$ cat src/rtl/axi4lite_arbiter_2to1.sv
// Two-master, one-slave AXI4-Lite arbiter with independent round-robin read and write paths.
// Optional response timeout with DECERR completion is enabled by defining AXI_ARB_TIMEOUT_EN.
module axi4lite_arbiter_2to1 #(
    parameter int AWIDTH = 12,
    parameter int DWIDTH = 32,
    parameter int SWIDTH = DWIDTH / 8
`ifdef AXI_ARB_TIMEOUT_EN
    ,
    parameter int TIMEOUT = 256
`endif
) (
    input  logic                  i_aClk,
    input  logic                  i_aReset,
    input  logic [1:0]            i_m_arValid,
    output logic [1:0]            o_m_arReady,
    input  logic [2*AWIDTH-1:0]   i_m_arAddr,
    input  logic [5:0]            i_m_arProt,
    output logic [1:0]            o_m_rValid,
    input  logic [1:0]            i_m_rReady,
    output logic [DWIDTH-1:0]     o_m_rData,
    output logic [1:0]            o_m_rResp,
    input  logic [1:0]            i_m_awValid,
    output logic [1:0]            o_m_awReady,
    input  logic [2*AWIDTH-1:0]   i_m_awAddr,
    input  logic [5:0]            i_m_awProt,
    input  logic [1:0]            i_m_wValid,
    output logic [1:0]            o_m_wReady,
    input  logic [2*DWIDTH-1:0]   i_m_wData,
    input  logic [2*SWIDTH-1:0]   i_m_wStrb,
    output logic [1:0]            o_m_bValid,
    input  logic [1:0]            i_m_bReady,
    output logic [1:0]            o_m_bResp,
    output logic                  o_s_arValid,
    input  logic                  i_s_arReady,
    output logic [AWIDTH-1:0]     o_s_arAddr,
    output logic [2:0]            o_s_arProt,
    input  logic                  i_s_rValid,
    output logic                  o_s_rReady,
    input  logic [DWIDTH-1:0]     i_s_rData,
    input  logic [1:0]            i_s_rResp,
    output logic                  o_s_awValid,
    input  logic                  i_s_awReady,
    output logic [AWIDTH-1:0]     o_s_awAddr,
    output logic [2:0]            o_s_awProt,
    output logic                  o_s_wValid,
    input  logic                  i_s_wReady,
    output logic [DWIDTH-1:0]     o_s_wData,
    output logic [SWIDTH-1:0]     o_s_wStrb,
    input  logic                  i_s_bValid,
    output logic                  o_s_bReady,
    input  logic [1:0]            i_s_bResp
`ifdef AXI_ARB_TIMEOUT_EN
    ,
    output logic [1:0]            o_timeout
`endif
);

    localparam logic [1:0] ST_IDLE = 2'd0;
    localparam logic [1:0] ST_ADDR = 2'd1;
    localparam logic [1:0] ST_RESP = 2'd2;

    // lastVld distinguishes "nothing served yet" so master 0 wins the first contest.
    function automatic logic rr_pick(input logic [1:0] req, input logic last, input logic last_vld);
        logic pick;
        if (req == 2'b11) begin
            if (last_vld) begin
                pick = ~last;
            end else begin
                pick = 1'b0;
            end
        end else begin
            pick = req[1];
        end
        return pick;
    endfunction

    logic [1:0] r_rd_state, r_wr_state;
    logic       r_rd_grant, r_rd_last, r_rd_last_vld;
    logic       r_wr_grant, r_wr_last, r_wr_last_vld;
    logic       r_aw_done, r_w_done;

    logic [1:0] w_rd_oh, w_wr_oh, w_wr_req;
    logic       w_rd_pick, w_wr_pick, w_rd_arvalid, w_wr_awvalid, w_wr_wvalid;
    logic       w_ar_fire, w_r_fire, w_aw_fire, w_w_fire, w_b_fire, w_aw_now, w_w_now;
    logic       w_rd_to, w_wr_to, w_rd_drain, w_wr_drain;

    assign w_rd_oh      = r_rd_grant ? 2'b10 : 2'b01;
    assign w_wr_oh      = r_wr_grant ? 2'b10 : 2'b01;
    assign w_wr_req     = i_m_awValid | i_m_wValid;
    assign w_rd_pick    = rr_pick(i_m_arValid, r_rd_last, r_rd_last_vld);
    assign w_wr_pick    = rr_pick(w_wr_req, r_wr_last, r_wr_last_vld);
    assign w_rd_arvalid = r_rd_grant ? i_m_arValid[1] : i_m_arValid[0];
    assign w_wr_awvalid = r_wr_grant ? i_m_awValid[1] : i_m_awValid[0];
    assign w_wr_wvalid  = r_wr_grant ? i_m_wValid[1] : i_m_wValid[0];
    assign w_ar_fire    = o_s_arValid & i_s_arReady;
    assign w_r_fire     = |(o_m_rValid & i_m_rReady);
    assign w_aw_fire    = o_s_awValid & i_s_awReady;
    assign w_w_fire     = o_s_wValid & i_s_wReady;
    assign w_b_fire     = |(o_m_bValid & i_m_bReady);
    assign w_aw_now     = r_aw_done | w_aw_fire;
    assign w_w_now      = r_w_done | w_w_fire;

    // Read-path channel muxing; everything is quiet while idle or in reset.
    always_comb begin
        o_m_arReady = 2'b00;
        o_s_arValid = 1'b0;
        o_s_arAddr  = {AWIDTH{1'b0}};
        o_s_arProt  = 3'b000;
        o_m_rValid  = 2'b00;
        o_s_rReady  = 1'b0;
        o_m_rData   = {DWIDTH{1'b0}};
        o_m_rResp   = 2'b00;
        if (!i_aReset) begin
            case (r_rd_state)
                ST_ADDR: begin
                    o_s_arValid = w_rd_arvalid;
                    o_s_arAddr  = r_rd_grant ? i_m_arAddr[2*AWIDTH-1:AWIDTH] : i_m_arAddr[AWIDTH-1:0];
                    o_s_arProt  = r_rd_grant ? i_m_arProt[5:3] : i_m_arProt[2:0];
                    o_m_arReady = w_rd_oh & {2{i_s_arReady}};
                end
                ST_RESP: begin
                    if (w_rd_to) begin
                        o_m_rValid = w_rd_oh;
                        o_m_rResp  = 2'b11;
                    end else begin
                        o_m_rValid = w_rd_oh & {2{i_s_rValid}};
                        o_s_rReady = r_rd_grant ? i_m_rReady[1] : i_m_rReady[0];
                        o_m_rData  = i_s_rData;
                        o_m_rResp  = i_s_rResp;
                    end
                end
                default: o_s_rReady = w_rd_drain;
            endcase
        end else begin
            o_s_rReady = 1'b0;
        end
    end

    // Write-path channel muxing; a completed AW or W is masked until the path leaves ADDR.
    always_comb begin
        o_m_awReady = 2'b00;
        o_s_awValid = 1'b0;
        o_s_awAddr  = {AWIDTH{1'b0}};
        o_s_awProt  = 3'b000;
        o_m_wReady  = 2'b00;
        o_s_wValid  = 1'b0;
        o_s_wData   = {DWIDTH{1'b0}};
        o_s_wStrb   = {SWIDTH{1'b0}};
        o_m_bValid  = 2'b00;
        o_s_bReady  = 1'b0;
        o_m_bResp   = 2'b00;
        if (!i_aReset) begin
            case (r_wr_state)
                ST_ADDR: begin
                    o_s_awValid = w_wr_awvalid & ~r_aw_done;
                    o_s_awAddr  = r_wr_grant ? i_m_awAddr[2*AWIDTH-1:AWIDTH] : i_m_awAddr[AWIDTH-1:0];
                    o_s_awProt  = r_wr_grant ? i_m_awProt[5:3] : i_m_awProt[2:0];
                    o_m_awReady = w_wr_oh & {2{i_s_awReady & ~r_aw_done}};
                    o_s_wValid  = w_wr_wvalid & ~r_w_done;
                    o_s_wData   = r_wr_grant ? i_m_wData[2*DWIDTH-1:DWIDTH] : i_m_wData[DWIDTH-1:0];
                    o_s_wStrb   = r_wr_grant ? i_m_wStrb[2*SWIDTH-1:SWIDTH] : i_m_wStrb[SWIDTH-1:0];
                    o_m_wReady  = w_wr_oh & {2{i_s_wReady & ~r_w_done}};
                end
                ST_RESP: begin
                    if (w_wr_to) begin
                        o_m_bValid = w_wr_oh;
                        o_m_bResp  = 2'b11;
                    end else begin
                        o_m_bValid = w_wr_oh & {2{i_s_bValid}};
                        o_s_bReady = r_wr_grant ? i_m_bReady[1] : i_m_bReady[0];
                        o_m_bResp  = i_s_bResp;
                    end
                end
                default: o_s_bReady = w_wr_drain;
            endcase
        end else begin
            o_s_bReady = 1'b0;
        end
    end

    // Read FSM and round-robin history.
    always_ff @(posedge i_aClk) begin
        if (i_aReset) begin
            r_rd_state    <= ST_IDLE;
            r_rd_grant    <= 1'b0;
            r_rd_last     <= 1'b0;
            r_rd_last_vld <= 1'b0;
        end else begin
            case (r_rd_state)
                ST_IDLE: begin
                    if (|i_m_arValid) begin
                        r_rd_grant <= w_rd_pick;
                        r_rd_state <= ST_ADDR;
                    end
                end
                ST_ADDR: begin
                    if (w_ar_fire) begin
                        r_rd_state <= ST_RESP;
                    end
                end
                ST_RESP: begin
                    if (w_r_fire) begin
                        r_rd_state    <= ST_IDLE;
                        r_rd_last     <= r_rd_grant;
                        r_rd_last_vld <= 1'b1;
                    end
                end
                default: r_rd_state <= ST_IDLE;
            endcase
        end
    end

    // Write FSM, AW/W completion flags and round-robin history.
    always_ff @(posedge i_aClk) begin
        if (i_aReset) begin
            r_wr_state    <= ST_IDLE;
            r_wr_grant    <= 1'b0;
            r_wr_last     <= 1'b0;
            r_wr_last_vld <= 1'b0;
            r_aw_done     <= 1'b0;
            r_w_done      <= 1'b0;
        end else begin
            case (r_wr_state)
                ST_IDLE: begin
                    r_aw_done <= 1'b0;
                    r_w_done  <= 1'b0;
                    if (|w_wr_req) begin
                        r_wr_grant <= w_wr_pick;
                        r_wr_state <= ST_ADDR;
                    end
                end
                ST_ADDR: begin
                    if (w_aw_now && w_w_now) begin
                        r_aw_done  <= 1'b0;
                        r_w_done   <= 1'b0;
                        r_wr_state <= ST_RESP;
                    end else begin
                        r_aw_done <= w_aw_now;
                        r_w_done  <= w_w_now;
                    end
                end
                ST_RESP: begin
                    if (w_b_fire) begin
                        r_wr_state    <= ST_IDLE;
                        r_wr_last     <= r_wr_grant;
                        r_wr_last_vld <= 1'b1;
                    end
                end
                default: r_wr_state <= ST_IDLE;
            endcase
        end
    end

`ifdef AXI_ARB_TIMEOUT_EN
    localparam int CW = (TIMEOUT > 2) ? $clog2(TIMEOUT) : 1;

    logic [CW-1:0] r_rd_cnt, r_wr_cnt;
    logic          r_rd_to, r_wr_to, r_rd_drain, r_wr_drain, r_rd_tflag, r_wr_tflag;

    assign w_rd_to    = r_rd_to;
    assign w_wr_to    = r_wr_to;
    assign w_rd_drain = r_rd_drain;
    assign w_wr_drain = r_wr_drain;
    assign o_timeout  = {r_wr_tflag, r_rd_tflag};

    // Read response watchdog; after a timeout the late slave response is swallowed in IDLE.
    always_ff @(posedge i_aClk) begin
        if (i_aReset) begin
            r_rd_cnt   <= {CW{1'b0}};
            r_rd_to    <= 1'b0;
            r_rd_drain <= 1'b0;
            r_rd_tflag <= 1'b0;
        end else begin
            case (r_rd_state)
                ST_IDLE: begin
                    if ((|i_m_arValid) || i_s_rValid) begin
                        r_rd_drain <= 1'b0;
                    end
                end
                ST_ADDR: begin
                    r_rd_cnt <= {CW{1'b0}};
                    r_rd_to  <= 1'b0;
                end
                ST_RESP: begin
                    if (w_r_fire) begin
                        if (r_rd_to) begin
                            r_rd_drain <= 1'b1;
                            r_rd_tflag <= 1'b1;
                        end
                    end else if (!r_rd_to && !i_s_rValid) begin
                        if (r_rd_cnt == CW'(TIMEOUT - 1)) begin
                            r_rd_to <= 1'b1;
                        end else begin
                            r_rd_cnt <= r_rd_cnt + CW'(1);
                        end
                    end
                end
                default: r_rd_to <= 1'b0;
            endcase
        end
    end

    // Write response watchdog, mirror of the read one.
    always_ff @(posedge i_aClk) begin
        if (i_aReset) begin
            r_wr_cnt   <= {CW{1'b0}};
            r_wr_to    <= 1'b0;
            r_wr_drain <= 1'b0;
            r_wr_tflag <= 1'b0;
        end else begin
            case (r_wr_state)
                ST_IDLE: begin
                    if ((|w_wr_req) || i_s_bValid) begin
                        r_wr_drain <= 1'b0;
                    end
                end
                ST_ADDR: begin
                    r_wr_cnt <= {CW{1'b0}};
                    r_wr_to  <= 1'b0;
                end
                ST_RESP: begin
                    if (w_b_fire) begin
                        if (r_wr_to) begin
                            r_wr_drain <= 1'b1;
                            r_wr_tflag <= 1'b1;
                        end
                    end else if (!r_wr_to && !i_s_bValid) begin
                        if (r_wr_cnt == CW'(TIMEOUT - 1)) begin
                            r_wr_to <= 1'b1;
                        end else begin
                            r_wr_cnt <= r_wr_cnt + CW'(1);
                        end
                    end
                end
                default: r_wr_to <= 1'b0;
            endcase
        end
    end
`else
    assign w_rd_to    = 1'b0;
    assign w_wr_to    = 1'b0;
    assign w_rd_drain = 1'b0;
    assign w_wr_drain = 1'b0;
`endif

endmodule

$ cat config.mk
export PLATFORM = sky130hd
export DESIGN_NAME = axi4lite_arbiter_2to1
export DESIGN_NICKNAME = d
export VERILOG_FILES = /design/src/rtl/axi4lite_arbiter_2to1.sv
export SDC_FILE = /design/constraint.sdc
export NUM_CORES = 1
export LEC_CHECK = 0
export CELL_PAD_IN_SITES_DETAIL_PLACEMENT = 0
export CELL_PAD_IN_SITES_GLOBAL_PLACEMENT = 1
export CORE_MARGIN = 2
export CORE_UTILIZATION = 14
export CTS_BUF_LIST = sky130_fd_sc_hd__clkbuf_8
export DETAILED_ROUTE_END_ITERATION = 8
export GPL_ROUTABILITY_DRIVEN = 0
export PLACE_DENSITY = 0.81
export SLEW_MARGIN = 20
export SYNTH_ARGS = -nofsm -noshare
export SYNTH_HDL_FRONTEND = slang
export SYNTH_SLANG_ARGS = --single-unit
$ cat constraint.sdc
create_clock -name i_aClk -period 1.61 [get_ports i_aClk]
set_input_delay 0.161 -clock i_aClk [delete_from_list [all_inputs] [get_ports i_aClk]]
set_output_delay 0.161 -clock i_aClk [all_outputs]
set_load 0.02 [all_outputs]
==> out/qor.csv <==
metric;value;unit
status;finished, violations left;
failing checks;setup timing;
EDFF count, synth;0;
initial antenna violation count;0;
vias in the first global route;3510;
Placed Instance Area;5712;um^2
fin crit share;112.2;%
wire per inst;16.27;um
Fin. Hold Viols;0;
# DRC;0;
post-synth top area share;34.18;%
hold endpoint;r_rd_state[0];
Area contributors post-synth;mux2i_1, nor2_1, dfxtp_1;
Hold/Removal Path Class;in2reg;
syn avg cell area;7.191;um^2
drt pass-1 iters;4;
diode count;0;
design area;6556;um^2
Post-Route WL;13450;um
GRT Total Usage;14.93;%
Cells after Synth;281;
Setup Skew;0.4811;ps
classification of the worst setup path;reg2out;
power per cell area;315.7;nW/um^2
Fin Hold WS;427.6;ps
input/output buffers;301;
CP startpoint;r_wr_state[0];
multi-input logic area;2068;um^2
Clk pin slew, worst setup/hold paths;50;ps
worst skew pair latency;240;ps
FF+latch area;255.2;um^2
min-delay src;i_aReset;
largest area contributor in the netlist;mux2i_1;
yosys warns;0;
Finished Layout Cells;827;
CP cell instances;or3b_4 > buf_12 > buf_4 > nor2_4 > buf_6;
Final WS setup;-196.6;ps
via/cell ratio;4.239;
setup TNS;-5418;ps
Required @ worst endpoint;1450;ps
Syn-to-layout area delta;224.5;%
Core Region;13990;um^2
Root Driver;clkbuf_8;
post-layout minimum cycle time;1807;ps
largest net degree at the start of global routing;22;
ys flop type;dfxtp_1;
global-route wire length before repair;17950;um
CTS Hold Bufs;0;
part of the Yosys area used for sequential elements;11.89;%
Mapped Area;2021;um^2
maximum vdd drop;0.2301;mV
distinct cell type count after synthesis;39;
clock buffer depth;2;
number of buffers created by CTS;3;
post-synthesis async set-or-reset flop share;0;%
final slew viol count;0;
clock sink total;12;
reg2reg path depth;4;
RSZ-0062 raised after global routing;true;
utilization after layout;46.87;%
DRT antenna net count;0;
Syn Nets;466;
Worst setup EP type;primary output;
maximum fanout along the worst path;17;
commonest non-fill, non-tap cell in the layout;clkdlybuf4s50_1;
I/O pin total;302;
gr ovfl total;0;
critical register-to-register path endpoint;r_wr_state[1];
CP startpoint kind;flip-flop;
slowest stage cell, crit path;or3b_4;
achievable clock frequency;0.5535;GHz
top flop regs;r_rd_state x2, r_wr_state x2;
slew margin rel.;67.01;%
fillers;1352;
via count;3506;
max cap viols;0;
Yosys reg bits;12;
flop-to-flop setup slack;60;ps
CP max stage delay;480;ps
placed wire-length estimate;10130;um
CTS tree;yes;
die width;124.1;um
1st-iter DRT viols;80;
count of standard-cell rows;43;
WHS Path Cells;3;
commonest cells after routing, fill and taps aside;clkdlybuf4s50_1, buf_6, buf_4, mux2i_1, nor2_2;
worst r2r src;r_wr_grant;
share of layout cells above drive strength 1;48.07;%
Pleak;2.681;nW
setup violators final;47;
Initial Util;14.45;%
placed cell count;792;
H-tree depth;1;
worst slew pin tran;481.0;ps
die height;124.1;um
Final nets;833;
area of the die;15410;um^2
WP data arrival;1650;ps
## cell families (layout without fill, tap and decap cells)
kind of cell / Yosys count / count (layout) / synth area share, %
flops: 12 / 12 / 11.89
buf+inv: 29 / 394 / 7.554
compound gates: 20 / 20 / 7.864
mux: 71 / 71 / 35.29
simple gates: 149 / 150 / 37.40
## routing by layer
metal  GRT usage [%]  part of all wire, %  up-vias
met5               0                    0        -
met4           1.194                 0.36        0
met3           3.892                   11        6
met2           31.22                   55      203
met1           15.00                   33     1593
li1                -                    -     1704
## critical path: cells and delay by family (launching register included)
kind | cells | cell delay (ps)
DFF | 1 | 330
buffers and inverters | 3 | 470
and+or+nand+nor | 2 | 580
## worst max path at each step
| stage | depth (start not counted) | endpoint | slack (ps) |
|---|---|---|---|
| after global routing | 5 | o_s_wData[31] | -250 |
| final | 5 | o_s_wData[11] | -200 |
| after floorplan | 4 | o_m_wReady[0] | -80 |
| after CTS | 5 | o_s_wData[31] | -220 |
| after detailed placement | 5 | o_s_wData[25] | -630 |
| after global placement | 5 | o_s_wData[25] | -620 |
## final cells by class
cell class,instances,area share [%]
Timing Repair Buffer,384,59.94
Multi-Input combinational cell,241,31.55
Sequential cell,12,3.893
Tap cell,180,3.435
Clock buffer,4,0.8397
Inverter,6,0.3435
## synthesized netlist by cell type, types with 4 or more instances
library cell,n
buf_1,4
nor2_1,79
clkbuf_1,7
a21oi_1,4
nand2_1,6
dfxtp_1,12
inv_1,6
buf_2,4
and3_1,4
and2_1,37
buf_4,4
mux2i_1,69
## repair_timing
action / 4_1_cts / 5_1_grt
pin swaps: 4 / 33
setup endpoints to repair: 117 / 113
buffers inserted: 8 / 16
cloned: 5 / 4
gates resized for setup: 536 / 167
## metrics by stage
stage	power [W]	worst slack [ps]
after floorplan	0.0007517	-77.47
after global placement	0.001545	-616.3
after detailed placement	0.001558	-629.5
after CTS	0.001984	-222.9
after global routing	0.002182	-251.0
final	0.002070	-196.6
## report_power, final
group | total [W] | internal (W) | switching, W
logic | 0.00142 | 0.000872 | 0.000547
registers | 0.000321 | 0.000305 | 0.0000166
clock network | 0.000330 | 0.000216 | 0.000114
total | 0.00207 | 0.00139 | 0.000677
(Power assumes the default switching activity.)
